## src/rtl/idct1d.sv

```systemverilog
// 8-point 1-D inverse DCT: serial Q8 multiply-accumulate over a write-once
// coefficient buffer, results held in an 8-entry buffer read through oe/add.
module idct1d #(
    parameter int n = 16
) (
    input  logic                clk,
    input  logic                reset,
    input  logic                wr,
    input  logic [2:0]          add,
    input  logic signed [n-1:0] data_in,
    input  logic                start,
    input  logic                oe,
    output logic                busy,
    output logic                done,
    output logic signed [n-1:0] data_out
);

    localparam int AW = n + 13;
    localparam int PW = n + 9;
    localparam logic signed [AW-1:0] MAX_V = AW'(2**(n-1) - 1);
    localparam logic signed [AW-1:0] MIN_V = -MAX_V - AW'(1);

    typedef enum logic [1:0] {
        S_IDLE,
        S_COMPUTE,
        S_DONE
    } state_t;

    state_t state, state_next;

    logic signed [n-1:0]  coef [8];
    logic signed [n-1:0]  y    [8];
    logic [2:0]           k, i;
    logic signed [AW-1:0] acc;
    logic signed [AW-1:0] sum;
    logic signed [AW-1:0] rounded;
    logic signed [PW-1:0] product;
    logic signed [8:0]    tval;
    logic signed [n-1:0]  result;

    // cos(m*pi/16) folded onto the first quadrant; k=0 carries the 1/sqrt(2) weight.
    function automatic logic signed [8:0] cos_q8(input logic [2:0] kk, input logic [2:0] ii);
        logic [5:0]        m6;
        logic [5:0]        m;
        logic [5:0]        r;
        logic              neg;
        logic [7:0]        mag;
        logic signed [8:0] t;
        m6  = {2'b00, ii, 1'b1} * {3'b000, kk};
        m   = m6 & 6'b011111;
        r   = m;
        neg = 1'b0;
        if (r > 6'd16) begin
            r = 6'd32 - r;
        end
        if (r > 6'd8) begin
            r   = 6'd16 - r;
            neg = 1'b1;
        end
        case (r)
            6'd0:    mag = 8'd128;
            6'd1:    mag = 8'd126;
            6'd2:    mag = 8'd118;
            6'd3:    mag = 8'd106;
            6'd4:    mag = 8'd91;
            6'd5:    mag = 8'd71;
            6'd6:    mag = 8'd49;
            6'd7:    mag = 8'd25;
            default: mag = 8'd0;
        endcase
        if (kk == 3'd0) begin
            mag = 8'd91;
        end
        t = $signed({1'b0, mag});
        if (neg) begin
            t = -t;
        end
        return t;
    endfunction

    always_comb begin
        tval    = cos_q8(k, i);
        product = PW'(coef[k]) * PW'(tval);
        sum     = acc + AW'(product);
        rounded = (sum + AW'(128)) >>> 8;
        if (rounded > MAX_V) begin
            result = {1'b0, {(n-1){1'b1}}};
        end else if (rounded < MIN_V) begin
            result = {1'b1, {(n-1){1'b0}}};
        end else begin
            result = rounded[n-1:0];
        end
    end

    always_comb begin
        state_next = state;
        busy       = 1'b0;
        done       = 1'b0;
        case (state)
            S_IDLE: begin
                if (start) begin
                    state_next = S_COMPUTE;
                end
            end
            S_COMPUTE: begin
                busy = 1'b1;
                if (k == 3'd7 && i == 3'd7) begin
                    state_next = S_DONE;
                end
            end
            S_DONE: begin
                done       = 1'b1;
                state_next = S_IDLE;
            end
            default: state_next = S_IDLE;
        endcase
    end

    // The result of row i is committed on its eighth MAC, using the sum that
    // includes that final product, so the accumulator restarts at zero for row i+1.
    always_ff @(posedge clk) begin
        if (reset) begin
            state    <= S_IDLE;
            acc      <= '0;
            k        <= '0;
            i        <= '0;
            data_out <= '0;
            for (int j = 0; j < 8; j++) begin
                coef[j] <= '0;
                y[j]    <= '0;
            end
        end else begin
            state <= state_next;
            if (state == S_IDLE && wr) begin
                coef[add] <= data_in;
            end
            if (oe) begin
                data_out <= y[add];
            end
            if (state == S_IDLE && start) begin
                k   <= '0;
                i   <= '0;
                acc <= '0;
            end else if (state == S_COMPUTE) begin
                k <= k + 3'd1;
                if (k == 3'd7) begin
                    y[i] <= result;
                    acc  <= '0;
                    i    <= i + 3'd1;
                end else begin
                    acc <= sum;
                end
            end
        end
    end

endmodule
```

## config.mk

```make
export PLATFORM = sky130hd
export DESIGN_NAME = idct1d
export DESIGN_NICKNAME = d
export VERILOG_FILES = /design/src/rtl/idct1d.sv
export SDC_FILE = /design/constraint.sdc
export NUM_CORES = 1
export LEC_CHECK = 0
export ABC_AREA = 1
export CAP_MARGIN = 10
export CORE_MARGIN = 2
export CORE_UTILIZATION = 51
export DETAILED_ROUTE_END_ITERATION = 8
export PLACE_DENSITY_LB_ADDON = 0.3
export SETUP_SLACK_MARGIN = 0.3
export SYNTH_ARGS = -nofsm -noshare
export SYNTH_HDL_FRONTEND = slang
export SYNTH_SLANG_ARGS = --single-unit
```

## constraint.sdc

```tcl
create_clock -name clk -period 10.15 [get_ports clk]
set_clock_uncertainty 0.15 [all_clocks]
set_input_delay 1.5225 -clock clk [delete_from_list [all_inputs] [get_ports clk]]
set_output_delay 1.5225 -clock clk [all_outputs]
set_load 0.05 [all_outputs]
```

==> run_results.csv, run 1 <==
group,metric,value,unit
run_status,run_status,"complete, no violations",
cells_and_area,nets,2841,
die,io_pins,42,
grt,gr-usage-met2,45.05,%
die,row_count,76,
grt,grt.met3_usage,4.480,%
grt,grt_pass1_vias,17464,
drt,drt-initial-drc-count,1364,
synth,yosys.area.top_type_share,34.96,%
worst_setup_path,critPathRequiredTime,10.25,ns
sta,fmax,104.9,MHz
sta,fin_crit_sh,93.96,%
drt,routed_wl,61840,um
synth,synth_top_area_cell,"edfxtp_1",
sta,final_max_slew_viol_count,0,
drt,routedWlPerCell,19.64,um
cells_and_area,fill_cells,3456,
drt,viasPerCell,5.673,
sta,relSlewSlack,23.05,%
worst_setup_path,startpoint,"i[0]",
cells_and_area,area_growth,20.20,%
clock_tree,cts_tree,"done",
grt,grt_max_degree,49,
die,start_util,51.39,%
grt,busiest_layer,"met2",
synth,netlist_instances,2449,
job,cap_violations,0,
grt,overflow,0,
synth,syn_nets,2709,
placed_design,preCtsSetupSlack,-0.2949,ns
die,die_area,44790,um2
grt,grt_pass1_wl,94090,um
synth,ys_seq_elements,312,
worst_setup_path,crit_top_cell,"nand2_2",
drt,num_vias,17863,
worst_setup_path,path_class,"flop to flop",
drt,final_antenna_net_count,0,
worst_setup_path,start_kind,"flop",
synth,ys_types,47,
clock_tree,cts_max_level,2,
die,core-area,42790,um2
clock_tree,cts-root-buf,"clkbuf_16",
sta,tightest_slew,1.152,ns
min_path,hold_path_class,"flop to flop",
worst_setup_path,cp-endpoint,"y[3][2]",
drt,drtPass1Iterations,6,
grt,grt_use_met1,35.52,%
cells_and_area,n_antenna_cell,0,
sta,worst_slack,0.6130,ns
worst_setup_path,cpMaxStageDelayCell,"fa_2",
placed_design,io_buffers,41,
synth,ys_seq_area_share,40.06,%
grt,grt_use_total,27.08,%
cells_and_area,drive_gt1_share,23.24,%
worst_setup_path,crit_fanout,8,
worst_setup_path,regToRegSetupSlack,0.61,ns
clock_tree,cts_buffer_depth,3,
worst_setup_path,worstReg2RegStart,"i[0]",
synth,yosys_warnings,0,
sta,tns,0,ns
synth,avgSynthCellArea,8.979,um2
die,die_x,211.6,um
synth,synth.area.top_cells,"edfxtp_1 (35%), fa_1 (14%), nand2_1 (10%)",
synth,synth_area,21990,um2
clock_tree,insertion_delay,0.55,ns
sta,min_period,9.537,ns
placed_design,gp_congestion,0.9443,
worst_setup_path,arrival,9.63,ns
clock_tree,ctsHoldBuffers,0,
placed_design,dp_hpwl,41360,um
worst_setup_path,r2r_end,"y[3][2]",
sta,setup_viol,0,
clock_tree,cts_sinks,312,
clock_tree,cts_buffers,35,
grt,antenna_found_initial,0,
cells_and_area,final_core_util,61.77,%
sta,hold_violations,0,
drt,drcViolationCount,0,
die,die_h,211.6,um
worst_setup_path,endpoint_kind,"flop",
worst_setup_path,max_stage_delay,0.56,ns
sta,rsz0062_at_grt,"false",
clock_tree,clkTransAtPathRegs,0.06,ns
worst_setup_path,worstRegToRegCells,55,
[layout by cell type (no fill, tap or decap), drive strengths merged, types with 5 or more instances in the layout]
cell type and count:
a211oi 8, a21oi 255, a221oi 6, a22o 20
a31o 6, a32o 40, buf 145, clkbuf 51
clkdlybuf4s50 41, clkinv 13, dfxtp 56, edfxtp 256
fa 153, ha 83, inv 344, nand2 610
nand3 100, nand3b 5, nand4 29, nor2 286
nor3 12, o21ai 43, xnor2 9, xor2 15
[stage by stage]
stage	hold slack (ns)	instance area, um2	instances
finish	0.3235	26430	3149
global route	0.3408	26430	3149
CTS	0.3250	24810	3091
detailed placement	0.3138	23260	3015
global placement	0.3094	23260	3015
floorplan	0.2997	21990	2449
[layer usage]
metal	up-vias	part of all wire, %	routed length (um)
li1	8280	-	-
met4	0	4.2	2618
met2	673	49	30230
met5	-	0	0
met1	8757	41	25070
met3	153	6.3	3916
[synthesized netlist by cell type (all sizes together)]
cell and count:
nand2 609, inv 344, nor2 286, edfxtp 256
a21oi 255, fa 153, nand3 100, ha 83
clkbuf 67, dfxtp 56, o21ai 43, a32o 40
buf 31, nand4 29, a22o 20, xor2 15
nor3 12, xnor2 9, a211oi 8, a221oi 6
a31o 6, nand3b 5, clkinv 4, or2 3
and2 2, o21bai 2, o22ai 2, a21boi 1
nor4 1, o21a 1
[worst min path at each step]
stage | endpoint | slack [ns] | depth (start not counted) | from
after floorplan | acc[0] | 0.30 | 2 | acc[0]
after global placement | acc[2] | 0.31 | 2 | acc[2]
after detailed placement | acc[4] | 0.31 | 2 | acc[4]
after CTS | acc[4] | 0.32 | 2 | acc[4]
after global routing | acc[6] | 0.34 | 2 | acc[6]
final | acc[15] | 0.32 | 2 | acc[15]
[flip-flops by register name, indices dropped and copies added (netlist names), named ones only]
name and cells:
coef 128, y 128, acc 29, data_out 16, i 3, k 3
state 2
[cells by family after synthesis]
| family | after synthesis | share of synthesized area [%] |
|---|---|---|
| AO/OA/AOI/OAI | 384 | 11.80 |
| XOR/XNOR | 24 | 0.9901 |
| adder cells (fa/ha/maj) | 236 | 18.65 |
| buffers and inverters | 446 | 8.194 |
| flip-flops | 312 | 40.06 |
| AND/OR/NAND/NOR | 1047 | 20.31 |
[layout make-up]
| cell class | count | area [um2] | share of cell area (%) |
|---|---|---|---|
| clock inverters | 13 | 111.4 | 0.4213 |
| multi-input cells | 1692 | 12700 | 48.04 |
| repair inverters | 1 | 7.507 | 0.02840 |
| clock buffers | 46 | 937.1 | 3.546 |
| repair buffers | 191 | 1852 | 7.006 |
| inverters | 348 | 1320 | 4.994 |
| flip-flops and latches | 312 | 8821 | 33.37 |
| well taps | 546 | 683.2 | 2.585 |
[critical path, delay by kind of cell, from the launching register on]
kind                     cells  cell delay [ns]
AO/OA/AOI/OAI                3             0.21
adder cells (fa/ha/maj)      9             4.10
AND/OR/NAND/NOR             28             2.86
flip-flops                   1             0.37
XOR/XNOR                     1             0.16
buffers and inverters       14             1.36
[timing repair]
item / in CTS / in global routing
gates cloned: 4 / 7
endpoints found under the hold margin: 0 / 0
endpoints found under the setup margin: 128 / 128
gates resized for setup: 86 / 295
buffers inserted: 13 / 51
pin swaps: 20 / 171
Power of run 1 is left out: the tool's default activity adds up to more than one toggle a clock period on the data nets, which glitch-free logic cannot reach.
==> run 2: changes to the inputs <==
--- a/config.mk
+++ b/config.mk
@@ -8,10 +8,11 @@
 export ABC_AREA = 1
 export CAP_MARGIN = 10
 export CORE_MARGIN = 2
-export CORE_UTILIZATION = 51
+export CORE_UTILIZATION = 45
 export DETAILED_ROUTE_END_ITERATION = 8
 export PLACE_DENSITY_LB_ADDON = 0.3
 export SETUP_SLACK_MARGIN = 0.3
+export SLEW_MARGIN = 20
 export SYNTH_ARGS = -nofsm -noshare
 export SYNTH_HDL_FRONTEND = slang
 export SYNTH_SLANG_ARGS = --single-unit
==> run 2 against run 1 <==
Effect of this change:
- critical path depth is 6 lower
- hold slack better by 0.0032 ns
- design area is 2.5% higher
- via count is 1.4% higher
- die area is 13% higher
- non-clock buffer count is 16 higher
==> run_results.csv, run 2 (same netlist as run 1, synthesis figures left out) <==
group,metric,value,unit
run_status,run_status,"complete, no violations",
die,die_h,225.1,um
worst_setup_path,critPathRequiredTime,10.25,ns
clock_tree,cts-root-buf,"clkbuf_16",
worst_setup_path,arrival,9.70,ns
sta,rsz0062_at_grt,"false",
drt,drt-initial-drc-count,1678,
sta,setup_viol,0,
clock_tree,insertion_delay,0.55,ns
sta,min_period,9.602,ns
drt,routed_wl,64000,um
clock_tree,cts_buffers,36,
cells_and_area,n_antenna_cell,0,
sta,relSlewSlack,24.16,%
sta,tightest_slew,1.135,ns
sta,fmax,104.1,MHz
sta,fin_crit_sh,94.60,%
placed_design,preCtsSetupSlack,-0.2499,ns
worst_setup_path,crit_top_cell,"nand2_4",
drt,drtPass1Iterations,6,
sta,final_max_slew_viol_count,0,
drt,routedWlPerCell,19.73,um
cells_and_area,final_common_cell,"nand2_1",
grt,grt_max_degree,45,
die,start_util,45.29,%
min_path,hold_path_class,"flop to flop",
die,die_area,50650,um2
clock_tree,cts_buffer_depth,3,
cells_and_area,top_regs,"coef x128, y x128, acc x29",
die,io_pins,42,
cells_and_area,nets,2856,
cells_and_area,drive_gt1_share,25.44,%
worst_setup_path,cp_top_family,"adder cells",
grt,grt_pass1_wl,97570,um
die,row_count,81,
sta,hold_violations,0,
placed_design,dp_hpwl,41880,um
grt,antenna_found_initial,0,
placed_design,io_buffers,41,
worst_setup_path,start_kind,"flop",
sta,tns,0,ns
worst_setup_path,cpMaxStageDelayCell,"fa_2",
worst_setup_path,crit_fanout,8,
drt,num_vias,18122,
job,cap_violations,0,
worst_setup_path,max_stage_delay,0.61,ns
drt,viasPerCell,5.586,
worst_setup_path,path_class,"flop to flop",
cells_and_area,layout_common_cells,"nand2_1 (464), inv_1 (297), edfxtp_1 (256), nor2_1 (238), a21oi_1 (153)",
grt,grt_pass1_vias,17688,
grt,grt_use_total,24.58,%
worst_setup_path,endpoint_kind,"flop",
clock_tree,cts_max_level,2,
clock_tree,cts_tree,"done",
placed_design,gp_congestion,0.9939,
sta,worst_slack,0.5483,ns
cells_and_area,area_growth,23.15,%
cells_and_area,final_core_util,55.78,%
die,die_x,225.1,um
clock_tree,ctsHoldBuffers,0,
die,core-area,48550,um2
sta,fin_hold_ws,0.3267,ns
clock_tree,clkTransAtPathRegs,0.06,ns
drt,final_antenna_net_count,0,
clock_tree,cts_sinks,312,
worst_setup_path,crit_buf_inv,11,
grt,overflow,0,
drt,drcViolationCount,0,
## run 2: cell count changes in the layout (fill, tap and decap cells not counted), sizes merged
cell	delta
bufinv	+3
clkinvlp	-2
clkbuf	-1
buf	+17
inv	+3
nand2	-1
## run 2: worst paths after layout
check / start / end / slack [ns] / depth (start not counted)
setup / recovery: k[2] / y[0][0] / 0.55 / 49
hold / removal: acc[1] / acc[1] / 0.33 / 2
setup reg to reg: k[2] / y[0][0] / 0.55 / 49
hold reg to reg: acc[1] / acc[1] / 0.33 / 2
## run 2: worst reg2reg max path, delay by kind of cell, from the launching register on
kind | cells | cell delay, ns
XOR/XNOR | 1 | 0.13
adder cells (fa/ha/maj) | 9 | 4.20
buffers and inverters | 11 | 1.29
flip-flops | 1 | 0.33
AO/OA/AOI/OAI | 2 | 0.28
AND/OR/NAND/NOR | 26 | 2.91
## run 2: layer usage
| metal | share of wire [%] | track usage [%] | routed length [um] | vias up |
|---|---|---|---|---|
| met4 | 3.5 | 8.054 | 2268 | 0 |
| met2 | 50 | 42.36 | 31760 | 694 |
| met5 | 0 | 0 | 0 | - |
| li1 | - | - | - | 8301 |
| met3 | 6.1 | 3.338 | 3902 | 154 |
| met1 | 41 | 32.00 | 26070 | 8973 |
## run 2: final cells by class
| class | count | area (um2) |
|---|---|---|
| fill | 4114 | 21470 |
| multi-input combinational | 1691 | 12930 |
| sequential | 312 | 8820 |
| timing repair buffer | 207 | 2037 |
| inverter | 348 | 1331 |
| clock buffer | 46 | 969.7 |
| tap | 622 | 778.2 |
| clock inverter | 18 | 209.0 |
## run 2: per-stage QoR
stage	instances	cell area, um2
finish	3244	27080
global route	3244	27080
CTS	3181	25310
detailed placement	3077	23230
global placement	3077	23230
floorplan	2449	21990
## run 2: what timing repair did
action,4_1_cts,5_1_grt
pin swaps,50,210
endpoints found under the hold margin,0,0
buffers inserted,35,58
resized for setup,130,329
endpoints found under the setup margin,125,128
gates cloned,5,5
Power of run 2 is left out for the same reason.
==> run 3: changes to the inputs <==
==> constraint.sdc (replaced) <==
create_clock -name clk -period 9.85 [get_ports clk]
set_clock_uncertainty 0.15 [all_clocks]
set_input_delay 1.4775 -clock clk [delete_from_list [all_inputs] [get_ports clk]]
set_output_delay 1.4775 -clock clk [all_outputs]
set_load 0.05 [all_outputs]
==> run 3 against run 2 <==
Effect of this change:
- die area stayed put
- cell count is 2.9% higher
- flip-flop and latch count stayed put
- routed wire length is 2.3% higher
- core utilization is 1.7 points higher
- non-clock buffer count is 90 higher
- register-to-register slack worse by 0.25 ns
- critical endpoint is now y[4][9]
==> run_results.csv, run 3 (same netlist as run 1, synthesis figures left out) <==
group,metric,value,unit
sta,final_max_slew_viol_count,0,
cells_and_area,regArea,8816,um2
cells_and_area,area_growth,26.94,%
clock_tree,cts_buffers,36,
cells_and_area,n_antenna_cell,0,
cells_and_area,multi_input_area,12980,um2
cells_and_area,top_regs,"coef x128, y x128, acc x29",
clock_tree,insertion_delay,0.56,ns
clock_tree,cts_buffer_depth,3,
drt,num_vias,18377,
grt,gr-usage-met2,43.80,%
sta,tightest_slew,1.223,ns
clock_tree,cts_tree,"done",
worst_setup_path,crit_top_cell,"nand2_2",
placed_design,preCtsSetupSlack,-0.3717,ns
sta,hold_violations,0,
grt,grt_max_degree,65,
sta,fmax,104.7,MHz
worst_setup_path,cpMaxStageDelayCell,"fa_2",
sta,min_period,9.548,ns
placed_design,io_buffers,41,
drt,drtPass1Iterations,7,
cells_and_area,final_common_cell,"nand2_1",
placed_design,dp_hpwl,42860,um
job,cap_violations,0,
die,io_pins,42,
clock_tree,cts-root-buf,"clkbuf_16",
die,die_area,50650,um2
cells_and_area,instances_no_fill,3338,
worst_setup_path,crit_fanout,7,
cells_and_area,drive_gt1_share,27.58,%
drt,viasPerCell,5.505,
sta,fin_hold_ws,0.3223,ns
grt,busiest_layer,"met2",
min_path,hold_path_class,"flop to flop",
sta,relSlewSlack,18.28,%
placed_design,dp.cells,3167,
die,core-area,48550,um2
cells_and_area,nets,2949,
sta,worst_slack,0.3018,ns
cells_and_area,layout_common_cells,"nand2_1 (487), inv_1 (296), edfxtp_1 (256), nor2_1 (231), buf_4 (206)",
clock_tree,cts_sinks,312,
die,row_count,81,
drt,routed_wl,65460,um
grt,overflow,0,
sta,setup_viol,0,
worst_setup_path,start_kind,"flop",
worst_setup_path,critPathRequiredTime,9.96,ns
grt,antenna_found_initial,0,
grt,grt_pass1_vias,18154,
placed_design,gp_congestion,0.9272,
worst_setup_path,arrival,9.66,ns
sta,fin_crit_sh,96.94,%
worst_setup_path,endpoint_kind,"flop",
clock_tree,cts_max_level,2,
drt,routedWlPerCell,19.61,um
worst_setup_path,max_stage_delay,0.55,ns
sta,rsz0062_at_grt,"true",
grt,grt_pass1_wl,99860,um
die,start_util,45.29,%
grt,grt_use_total,25.21,%
grt,grt.met3_usage,2.907,%
cells_and_area,fill_cells,4107,
drt,final_antenna_net_count,0,
run_status,run_status,"complete, no violations",
die,die_h,225.1,um
drt,drt-initial-drc-count,1740,
clock_tree,clkTransAtPathRegs,0.06,ns
clock_tree,ctsHoldBuffers,0,
die,die_x,225.1,um
drt,drcViolationCount,0,
worst_setup_path,path_class,"flop to flop",
grt,grt_use_met1,32.86,%
## run 3: cell types whose count changed in the layout (fill, tap and decap cells not counted), sizes merged, moves of 2 or more
cell,before,now
buf,162,242
bufinv,4,2
clkbuf,50,66
inv,347,345
nand2,609,611
## run 3: area by class of cell
class                      instances  share of cell area [%]
clock buffer                      53                   3.492
clock inverter                    12                  0.4483
inverter                         348                   4.738
multi-input combinational       1693                   46.52
sequential                       312                   31.59
tap                              622                   2.788
timing repair buffer             297                   10.41
timing repair inverter             1                 0.01793
## run 3: worst max-delay path: cells and delay by family (launching register included)
kind                       cells  cell delay (ns)
and+or+nand+nor               27             2.84
buffers and inverters         12             1.03
adders and majority gates     11             4.51
xor gates and xnor gates       2             0.31
AOI/OAI and AO/OA              1             0.05
DFF                            1             0.34
## run 3: metrics by stage
step	util (%)	TNS, ns	instance area (um2)
after floorplan	-	0	22000
after global placement	49.32	-21.05	23940
after detailed placement	49.32	-38.08	23940
after CTS	53.85	0	26140
after global routing	57.50	-8.219	27910
final	57.50	0	27910
## run 3: per-layer routing
metal  vias up  routed length, um
li1       8505                  -
met1      9041              26320
met2       681              32540
met3       150               4262
met4         0               2334
met5         -                  0
## run 3: timing repair
item / CTS / global route
gates resized for setup: 157 / 287
endpoints found under the hold margin: 0 / 0
setup endpoints to repair: 128 / 128
pin swaps: 57 / 232
cloned: 6 / 19
buffers inserted: 34 / 47
## run 3: path summary, 6_finish.rpt
kind / start / endpoint / slack, ns / cells past startpoint
worst max register to register: k[2] / y[4][9] / 0.30 / 53
worst min-delay path: acc[26] / acc[26] / 0.32 / 2
worst min register to register: acc[26] / acc[26] / 0.32 / 2
worst max-delay path: k[2] / y[4][9] / 0.30 / 53
Power of run 3 is left out for the same reason.
